### src/rtl/bidir_bus_ctrl.sv
// rtl/bidir_bus_ctrl.sv - half-duplex bidirectional bus controller with drive/hold/turnaround sequencing
// Optional pad parity is enabled with `define BIDIR_BUS_PARITY_EN.
module bidir_bus_ctrl #(
  parameter int DW       = 8,
  parameter int HOLD_CYC = 1,
  parameter int TURN_CYC = 2
) (
  input  logic          clk,
  input  logic          rst_n,
  input  logic          req_valid,
  output logic          req_ready,
  input  logic          req_wr,
  input  logic [DW-1:0] req_wdata,
  output logic          rsp_valid,
  output logic [DW-1:0] rsp_rdata,
  output logic [DW-1:0] pad_out,
  output logic          pad_oe,
  input  logic [DW-1:0] pad_in,
  output logic          bus_strobe
`ifdef BIDIR_BUS_PARITY_EN
  ,
  output logic          pad_par_out,
  input  logic          pad_par_in,
  output logic          rsp_perr
`endif
);

  typedef enum logic [2:0] {
    S_IDLE, S_DRIVE, S_HOLD, S_RELEASE, S_WAIT, S_SAMPLE
  } state_t;

  localparam logic [3:0] HOLD_LD = 4'((HOLD_CYC > 0) ? HOLD_CYC - 1 : 0);
  localparam logic [3:0] TURN_LD = 4'((TURN_CYC > 0) ? TURN_CYC - 1 : 0);

  state_t          r_state, w_next_state;
  logic [3:0]      r_cnt, w_next_cnt;
  logic [DW-1:0]   r_wdata, w_next_wdata;
  logic [DW-1:0]   r_pad_out, r_rsp_rdata;
  logic            r_pad_oe, r_strobe, r_rsp_valid;
  logic            w_accept, w_done, w_next_oe, w_next_strobe;

  always_comb begin
    w_accept     = req_valid && (r_state == S_IDLE);
    w_next_state = r_state;
    w_done       = 1'b0;
    case (r_state)
      S_IDLE:    if (w_accept) w_next_state = req_wr ? S_DRIVE : S_WAIT;
      S_DRIVE:   w_next_state = (HOLD_CYC == 0) ? S_RELEASE : S_HOLD;
      S_HOLD:    if (r_cnt == 4'd0) w_next_state = S_RELEASE;
      S_RELEASE: if (r_cnt == 4'd0) begin
                   w_next_state = S_IDLE;
                   w_done       = 1'b1;
                 end
      S_WAIT:    if (r_cnt == 4'd0) w_next_state = S_SAMPLE;
      S_SAMPLE:  begin
                   w_next_state = S_IDLE;
                   w_done       = 1'b1;
                 end
      default:   w_next_state = S_IDLE;
    endcase

    // Shared down-counter is reloaded whenever a new state is entered.
    w_next_cnt = (r_cnt != 4'd0) ? r_cnt - 4'd1 : 4'd0;
    if (w_next_state != r_state) begin
      case (w_next_state)
        S_HOLD:           w_next_cnt = HOLD_LD;
        S_RELEASE, S_WAIT: w_next_cnt = TURN_LD;
        default:          w_next_cnt = 4'd0;
      endcase
    end

    w_next_wdata  = w_accept ? req_wdata : r_wdata;
    w_next_oe     = (w_next_state == S_DRIVE) || (w_next_state == S_HOLD);
    w_next_strobe = (w_next_state == S_DRIVE) || (w_next_state == S_SAMPLE);
  end

  always_ff @(posedge clk) begin
    if (!rst_n) begin
      r_state     <= S_IDLE;
      r_cnt       <= 4'd0;
      r_wdata     <= '0;
      r_pad_oe    <= 1'b0;
      r_pad_out   <= '0;
      r_strobe    <= 1'b0;
      r_rsp_valid <= 1'b0;
      r_rsp_rdata <= '0;
    end else begin
      r_state     <= w_next_state;
      r_cnt       <= w_next_cnt;
      r_wdata     <= w_next_wdata;
      r_pad_oe    <= w_next_oe;
      r_pad_out   <= w_next_oe ? w_next_wdata : '0;
      r_strobe    <= w_next_strobe;
      r_rsp_valid <= w_done;
      if (r_state == S_SAMPLE) r_rsp_rdata <= pad_in;
    end
  end

`ifdef BIDIR_BUS_PARITY_EN
  logic r_par_out, r_perr;

  always_ff @(posedge clk) begin
    if (!rst_n) begin
      r_par_out <= 1'b0;
      r_perr    <= 1'b0;
    end else begin
      r_par_out <= w_next_oe ? ^w_next_wdata : 1'b0;
      if (r_state == S_SAMPLE) r_perr <= (^pad_in) ^ pad_par_in;
      else if (r_state == S_RELEASE && w_done) r_perr <= 1'b0;
    end
  end

  assign pad_par_out = r_par_out;
  assign rsp_perr    = r_perr;
`endif

  assign req_ready  = (r_state == S_IDLE);
  assign rsp_valid  = r_rsp_valid;
  assign rsp_rdata  = r_rsp_rdata;
  assign pad_out    = r_pad_out;
  assign pad_oe     = r_pad_oe;
  assign bus_strobe = r_strobe;

endmodule
### config.mk
export PLATFORM = sky130hd
export DESIGN_NAME = bidir_bus_ctrl
export DESIGN_NICKNAME = d
export VERILOG_FILES = /design/src/rtl/bidir_bus_ctrl.sv
export SDC_FILE = /design/constraint.sdc
export NUM_CORES = 1
export LEC_CHECK = 0
export CAP_MARGIN = 5
export CORE_MARGIN = 2
export CORE_UTILIZATION = 55
export DETAILED_ROUTE_END_ITERATION = 8
export DONT_BUFFER_PORTS = 1
export PLACE_DENSITY = 0.67
export SETUP_SLACK_MARGIN = 0.3
export SLEW_MARGIN = 40
export SYNTH_ARGS = -nofsm -noshare
export SYNTH_HDL_FRONTEND = slang
export SYNTH_SLANG_ARGS = --single-unit
### constraint.sdc
create_clock -name clk -period 2.25 [get_ports clk]
set_input_delay 0.225 -clock clk [delete_from_list [all_inputs] [get_ports clk]]
set_output_delay 0.225 -clock clk [all_outputs]
set_load 0.05 [all_outputs]
# --- After elaboration in Yosys (flattened, before gate mapping) ---
# Index checks and enable logic that the tools add are counted.
word_totals:
  input_bits: 20
  mem_bits_rw: 0
  register_bits: 34
  output_inout_bits: 20
  word_cells: 40
  latchBits: 0
  romBits: 0
  memories: 0
op_classes:
  bitwise: 0
  n_div: 0
  n_mux: 12
  shifts: 0
  order_cmp: 0
  n_eq_ne: 11
  add_sub_neg: 1
  n_mul: 0
  reduce_logical: 8
op_table:
  columns: ["cell", "count"]
  rows:
  - ["$mux 3", 5]
  - ["$pmux 3 s5", 1]
  - ["$eq 3x2->1 const B", 4]
  - ["$eq 3x3->1 const B", 4]
  - ["$mux 4", 2]
  - ["$mux 8", 1]
  - ["$eq 3x1->1 const B", 2]
  - ["$logic_not 4->1", 1]
  - ["$reduce_bool 4->1", 1]
  - ["$sub 4x1->4 const B", 1]
  - ["$logic_not 3->1", 1]
  - ["$ne 3x3->1", 1]
  - ["$logic_or 1x1->1", 2]
  - ["$mux 1", 2]
  - ["$pmux 1 s2", 1]
  - ["$reduce_and 2->1", 1]
  - ["$reduce_or 2->1", 1]
  - ["$logic_and 1x1->1", 1]

# --- Depth between registers and ports, before layout ---
# Gate-level depths: netlist of run 1.
depth:
  word_depth: 8
  ltp_mapped: 6
  depth_no_buf: 6

# --- Worst setup path before layout of run 1 ---
# OpenSTA, ideal clock, no wires.
synth_path:
  path_type: "register -> output"
  start: "reg r_state[0]"
  end: "out req_ready"
  arrival_ns: 1.350
  path_slack_ns: 0.675
  stages_incl_launch_ff: 4
  required_time_ns: 2.025
  path_buffers: 1
  path_cell_list: "dfxtp_1 -> buf_6 -> or2_1 -> nor2_1"
synth_via:
  elab_chain_len: 1
synth_lines:
  columns: ["item", "line", "source"]
  rows:
  - ["start, declared", "35", "state_t r_state, w_next_state;"]
  - ["start signal, assigned", "88", "r_state <= w_next_state;"]
  - ["$logic_not 3->1", "117", "assign req_ready = (r_state == S_IDLE);"]
  - ["end, declared", "11", "output logic req_ready,"]
# No other way between the ends.

# --- Final worst setup path of run 1 ---
layout_path:
  start: "reg r_cnt[0]"
  end: "reg r_pad_out[5], in the netlist pad_out[5]"
layout_via:
  elab_chain_len: 6
  word_cells_on_any_way: 9
  cone_classes: "2 x eq/ne; 4 x mux; 3 x reduce/logical"
layout_lines:
  columns: ["item", "line", "source"]
  rows:
  - ["start, declared", "36", "logic [3:0] r_cnt, w_next_cnt;"]
  - ["start signal, assigned", "89", "r_cnt <= w_next_cnt;"]
  - ["$logic_not 4->1 *", "49, 50, 54", null]
  - ["$mux 3 (on tied branches)", "54, 49, 50", null]
  - ["$pmux 3 s5 *", "46", "case (r_state)"]
  - ["$eq 3x1->1 / $eq 3x2->1 (equally long branches)", "73", "w_next_oe = (w_next_state == S_DRIVE) || (w_next_state == S_HOLD);"]
  - ["$logic_or 1x1->1 *", "73", null]
  - ["$reduce_and 2->1 (no source line) *", null, null]
  - ["end signal, assigned", "92", "r_pad_out <= w_next_oe ? w_next_wdata : '0;"]
  - ["end, declared", "38", "logic [DW-1:0] r_pad_out, r_rsp_rdata;"]
# Mark *: on every way between the ends. The rest lies on a longest branch, timed or not.
# A chain may end at the register's enable or synchronous reset.

==> flow_summary.toml, run 1 <==
[run_status]
status = "complete, no violations"

[sta]
worst_hold_slack_ns = 0.0147
skew_ns = 0.00878
period_share_pct = 77.2
worstMarginPinSlew_ns = 0.516
fin_crit_ns = 1.74
drv_slew = 0
rsz0062_at_grt = "false"
hold_viol = 0
relSlewSlack_pct = 65.5
setup-tns-final_ns = 0
max_freq_ghz = 0.576
setup_viol = 0

[power]
p_comb_share_pct = 22.3
intPower_mw = 0.956
p_seq_share_pct = 53.7
p_per_area_mw_per_mm2 = 1020
post-layout-total-power_mw = 1.46
p_clk_share_pct = 24.1
ir_worst_vdd_uv = 608
p_leak_nw = 0.593
p_sw_mw = 0.500
p_sw_share_pct = 34.3

[worst_hold_path]
hold_class = "in2reg"

[global_route]
grt-ovfl-total = 0
globalRouteTotalUtil_pct = 18.5
antenna_found_initial = 0
grt_pass1_wl_um = 3510
grt_max_degree = 23
first_global_vias = 811

[yosys]
ys_ff_latch = 34
syn-cell-area_sq_mm = 0.00132
seq_area_frac_synth_pct = 51.5
yosysMostFrequentCell = "dfxtp_1"
synth-async-reset-ratio_pct = 0
synth.avg_cell_area_sq_um = 10.7
synthDistinctLibCells = 30
yosysWarningCount = 0
ys_top_cells_by_count = "dfxtp_1, nor2b_1, mux2i_1"
syn_nets = 144
ys.flop_type = "dfxtp_1"
yosys.area.top_type = "dfxtp_1"
synth_edf_count = 0
syn_inst = 123
netlist.area_leader.share_pct = 51.5
synth.area.top_cells = "dfxtp_1, mux2i_1, nor2b_1"

[clock_tree]
clk_pin_slew_worst_paths_ns = 0.10
cts_buffer_depth = 2
cts_setup_buffers = 0
htree_levels = 2
root_buffer = "clkbuf_4"
cts_tree = "done"
insertion_delay_ns = 0.34
clock-sinks = 34
numCtsBuffers = 5

[drt]
ant_nets = 0
drt_wl_total_um = 2250
via_count = 858
first_pass_iters = 4
routed_via_density = 5.40
wl_per_cell_um = 14.2
drt_iter0_drc = 16
route.detailed.drc = 0

[setup_path]
crit_required_ns = 2.48
arrival_ns = 1.97
worst_setup_path_end_kind = "register"
cp_slowest_cell = "nor3b_4"
crit_fanout = 10
worstPathCellList = "inv_1 -> ha_1 -> nor3b_4 -> o32ai_1 -> o221ai_4 -> nor2_1"
startpoint_type = "register"
setup.worst_path.class = "reg2reg"
critPathMaxStageDelay_ns = 0.44

[finish]
n_fill_cell = 212
multi_input_area_sq_um = 591
syn_to_final_growth_pct = 8.24
nNetsFinal = 151
regArea_sq_um = 681
n_antenna_cell = 0
drive_gt1_share_pct = 12.2

[die]
core-area_sq_mm = 0.00223
floorplan.rows = 17
initial_utilization_pct = 59.2
die_y_um = 53.0
die_area_sq_mm = 0.00281
ios = 40
die_w_um = 53.0

[placed_design]
place.gp.congestion = 0.746
io_buffer_count = 0
dp_hpwl_um = 1550

[run]
cap_viol_max_count = 0
-- cells in the final DEF (no fill, tap or decap), types with 2 or more instances in the layout --
master and n:
nand2_1 3, dfxtp_1 34, clkbuf_4 5, nor3_1 3, nor2b_1 20, nand3b_1 2, mux2i_1 16, a21oi_1 4
nand2b_1 3, dlygate4sd3_1 3, inv_1 3, buf_4 2, nor2_1 13
-- registers in the layout, indices dropped and copies added (netlist names) --
register    flops
r_wdata         8
bus_strobe      1
r_cnt           4
pad_oe          1
pad_out         8
r_state         3
rsp_rdata       8
rsp_valid       1
-- critical path: cells and delay by family (launching register included) --
kind,cells,cell delay (ns)
and+or+nand+nor,2,0.53
AOI/OAI and AO/OA,2,0.53
DFF,1,0.34
adders and majority gates,1,0.17
buffers and inverters,1,0.06
-- through the flow --
stage	util [%]	instances	area, sq um	setup WS (ns)
2_1_floorplan	-	123	1320	0.675
6_report	64.0	159	1430	0.512
5_1_grt	64.0	159	1430	0.346
4_1_cts	63.6	158	1420	0.500
3_3_place_gp	59.8	148	1340	0.610
3_5_place_dp	59.8	148	1340	0.504
-- per-layer routing --
layer  routed length, um  global-route usage (%)  vias to the layer above
li1                    -                       -                      429
met1                 906                    20.0                      395
met2                1130                    29.2                       28
met3                 168                    10.2                        6
met4                  42                    8.97                        0
met5                   0                       0                        -
-- power by group through the flow --
stage          sequential (mW)  combinational (mW)  clock (mW)
2_1_floorplan            0.772               0.296           0
3_3_place_gp             0.793               0.311           0
3_5_place_dp             0.795               0.322           0
4_1_cts                  0.782               0.325       0.362
5_1_grt                  0.789               0.362       0.387
6_report                 0.781               0.324       0.350
-- path summary, 6_finish.rpt --
check	start	slack, ns	cells past startpoint	end
setup / recovery	r_cnt[0]	0.51	6	pad_out[5]
hold / removal	rst_n	0.01	2	rsp_valid
setup reg to reg	r_cnt[0]	0.51	6	pad_out[5]
hold reg to reg	r_cnt[0]	0.49	1	r_cnt[0]
-- cell families (layout without fill, tap and decap cells) --
family | Yosys count | in the layout | synth area share [%]
muxes | 16 | 16 | 12.1
and+or+nand+nor | 49 | 49 | 22.6
DFF | 34 | 34 | 51.5
xor gates and xnor gates | 2 | 2 | 1.33
buffers and inverters | 9 | 17 | 3.79
AOI/OAI and AO/OA | 12 | 12 | 7.67
adders and majority gates | 1 | 1 | 0.947
-- final cells by class --
cell class | count | share of cell area [%]
Clock buffer | 6 | 3.59
Clock inverter | 2 | 0.875
Inverter | 4 | 1.05
Multi-Input combinational cell | 80 | 41.3
Sequential cell | 34 | 47.6
Tap cell | 28 | 2.45
Timing Repair Buffer | 5 | 3.15
-- repair_timing --
action / 4_1_cts / 5_1_grt
hold endpoints to repair: 3 / 4
setup endpoints to repair: 0 / 0
gates resized for setup: 0 / 0
hold buffers: 2 / 1
No activity file was read; power rests on OpenSTA's default activity.
==> run 2: changes to the inputs <==
Settings changed: CORE_UTILIZATION 55 to 54, PLACE_DENSITY 0.67 to 0.69.
Clock period 2.25 ns to 1.46 ns, I/O delays scaled along.
==> flow_summary.toml, run 2 (same netlist as run 1, synthesis figures left out) <==
[run_status]
status = "complete, but fails checks"
violations = "hold timing, setup timing"

[placed_design]
io_buffer_count = 0
place_inst = 160
place.gp.congestion = 0.794
dp_hpwl_um = 1790
placed_area_sq_mm = 0.00146

[clock_tree]
root_buffer = "clkbuf_4"
insertion_delay_ns = 0.34
htree_levels = 2
clk_pin_slew_worst_paths_ns = 0.11
numCtsBuffers = 5
cts_tree = "done"
clock-sinks = 34
cts_buffer_depth = 2

[drt]
via_count = 992
drt_wl_total_um = 3180
routed_via_density = 5.51
m1WireLength_um = 1240
route.detailed.drc = 0
top_layer_used = "met4"
ant_nets = 0
wl_met2_um = 1690
drt_iter0_drc = 3
first_pass_iters = 4
wl_per_cell_um = 17.6
met3WireLength_um = 181

[worst_hold_path]
hp-start = "rst_n"
hold_class = "in2reg"

[global_route]
grt_max_degree = 26
first_global_vias = 972
antenna_found_initial = 0
grt-ovfl-total = 0
grt_pass1_wl_um = 4500
globalRouteTotalUtil_pct = 23.5

[sta]
hold_viol = 33
period_share_pct = 105
relSlewSlack_pct = 66.1
rsz0062_at_grt = "true"
fin_crit_ns = 1.54
max_freq_ghz = 0.650
worstMarginPinSlew_ns = 0.508
skew_ns = 0.00680
worst_hold_slack_ns = -0.0709
drv_slew = 0
setup_viol = 20
setup_slack_ns = -0.0774

[die]
ios = 40
initial_utilization_pct = 58.6
die_area_sq_mm = 0.00286
die_y_um = 53.5
floorplan.rows = 17
die_w_um = 53.5
core-area_sq_mm = 0.00225

[setup_path]
startpoint_type = "register"
crit_required_ns = 1.69
cp-startpoint = "r_state[0]"
setup.worst_path.class = "reg2reg"
arrival_ns = 1.76
worst_setup_path_end_kind = "register"
r2r_start = "r_state[0]"
crit_fanout = 6

[finish]
nNetsFinal = 172
n_antenna_cell = 0
finalInstanceArea_sq_mm = 0.00184
syn_to_final_growth_pct = 39.1
layout_commonest_cell = "dfxtp_1"
drive_gt1_share_pct = 49.3
layout_common_cells = "dfxtp_1, nor2b_1, buf_4, nor2_1, mux2i_1"
final_cells = 180

[power]
p_per_area_mw_per_mm2 = 1530
post-layout-total-power_mw = 2.81
p_seq_share_pct = 42.3
p_comb_share_pct = 38.0
p_sw_mw = 1.02
p_clk_share_pct = 19.6
p_sw_share_pct = 36.2
ir_worst_vdd_uv = 1110
intPower_mw = 1.79
p_leak_nw = 0.737

[run]
cap_viol_max_count = 0
run 2: changes by cell type in the layout (fill, tap and decap cells not counted), moves of 4 or more:
| cell | change |
|---|---|
| buf_4 | +15 |
| dfxtp_1 | -9 |
| buf_6 | +7 |
| dfxtp_2 | +7 |
| mux2i_1 | -7 |
| mux2i_4 | +5 |
| a21oi_1 | -4 |
| a21oi_2 | +4 |
run 2: final cells by class:
class	instances	area [sq um]
well taps	28	35.0
inverters	4	15.0
fillers	145	417
multi-input cells	81	811
clock inverters	2	12.5
clock buffers	6	51.3
repair buffers	25	216
flip-flops and latches	34	697
run 2: power by group through the flow:
stage,Combinational (mW),Sequential [mW],Clock [mW]
2_1_floorplan,0.496,1.20,0
3_3_place_gp,0.609,1.20,0
3_5_place_dp,0.637,1.20,0
4_1_cts,0.873,1.17,0.566
5_1_grt,1.14,1.20,0.601
6_report,1.07,1.19,0.551
run 2: final timing paths:
path / cells after the start / to / slack, ns
setup / recovery: 6 / pad_out[1] / -0.08
hold / removal: 2 / rsp_valid / -0.07
setup reg to reg: 6 / pad_out[1] / -0.08
hold reg to reg: 2 / r_wdata[6] / 0.53
run 2: worst max-delay path, cell delays in order (launching register included):
cell and delay (ns):
dfxtp_4 0.36, buf_4 0.16, buf_4 0.17, nand2b_1 0.16
o32ai_4 0.15, o221ai_4 0.32, nor2_1 0.09
run 2: metal layers:
layer / GRT usage [%] / vias up
met1: 25.7 / 477
met4: 12.8 / 0
li1: - / 476
met3: 8.47 / 10
met2: 38.9 / 29
met5: 0 / -
run 2: per-stage QoR:
step                TNS [ns]  worst slack [ns]  util [%]  hold WS [ns]
floorplan                  0           0.00481         -         0.308
global placement           0            0.0172      64.9         0.278
detailed placement    -0.158           -0.0351      64.9         0.283
CTS                   -0.199           -0.0536      74.9       -0.0908
global route           -2.20            -0.150      81.5       -0.0966
finish                -0.575           -0.0774      81.5       -0.0709
run 2: timing repair:
action,4_1_cts,5_1_grt
pin swaps,9,12
setup buffers,6,4
cloned,1,0
hold endpoints to repair,31,34
gates resized for setup,23,24
endpoints found under the setup margin,34,39
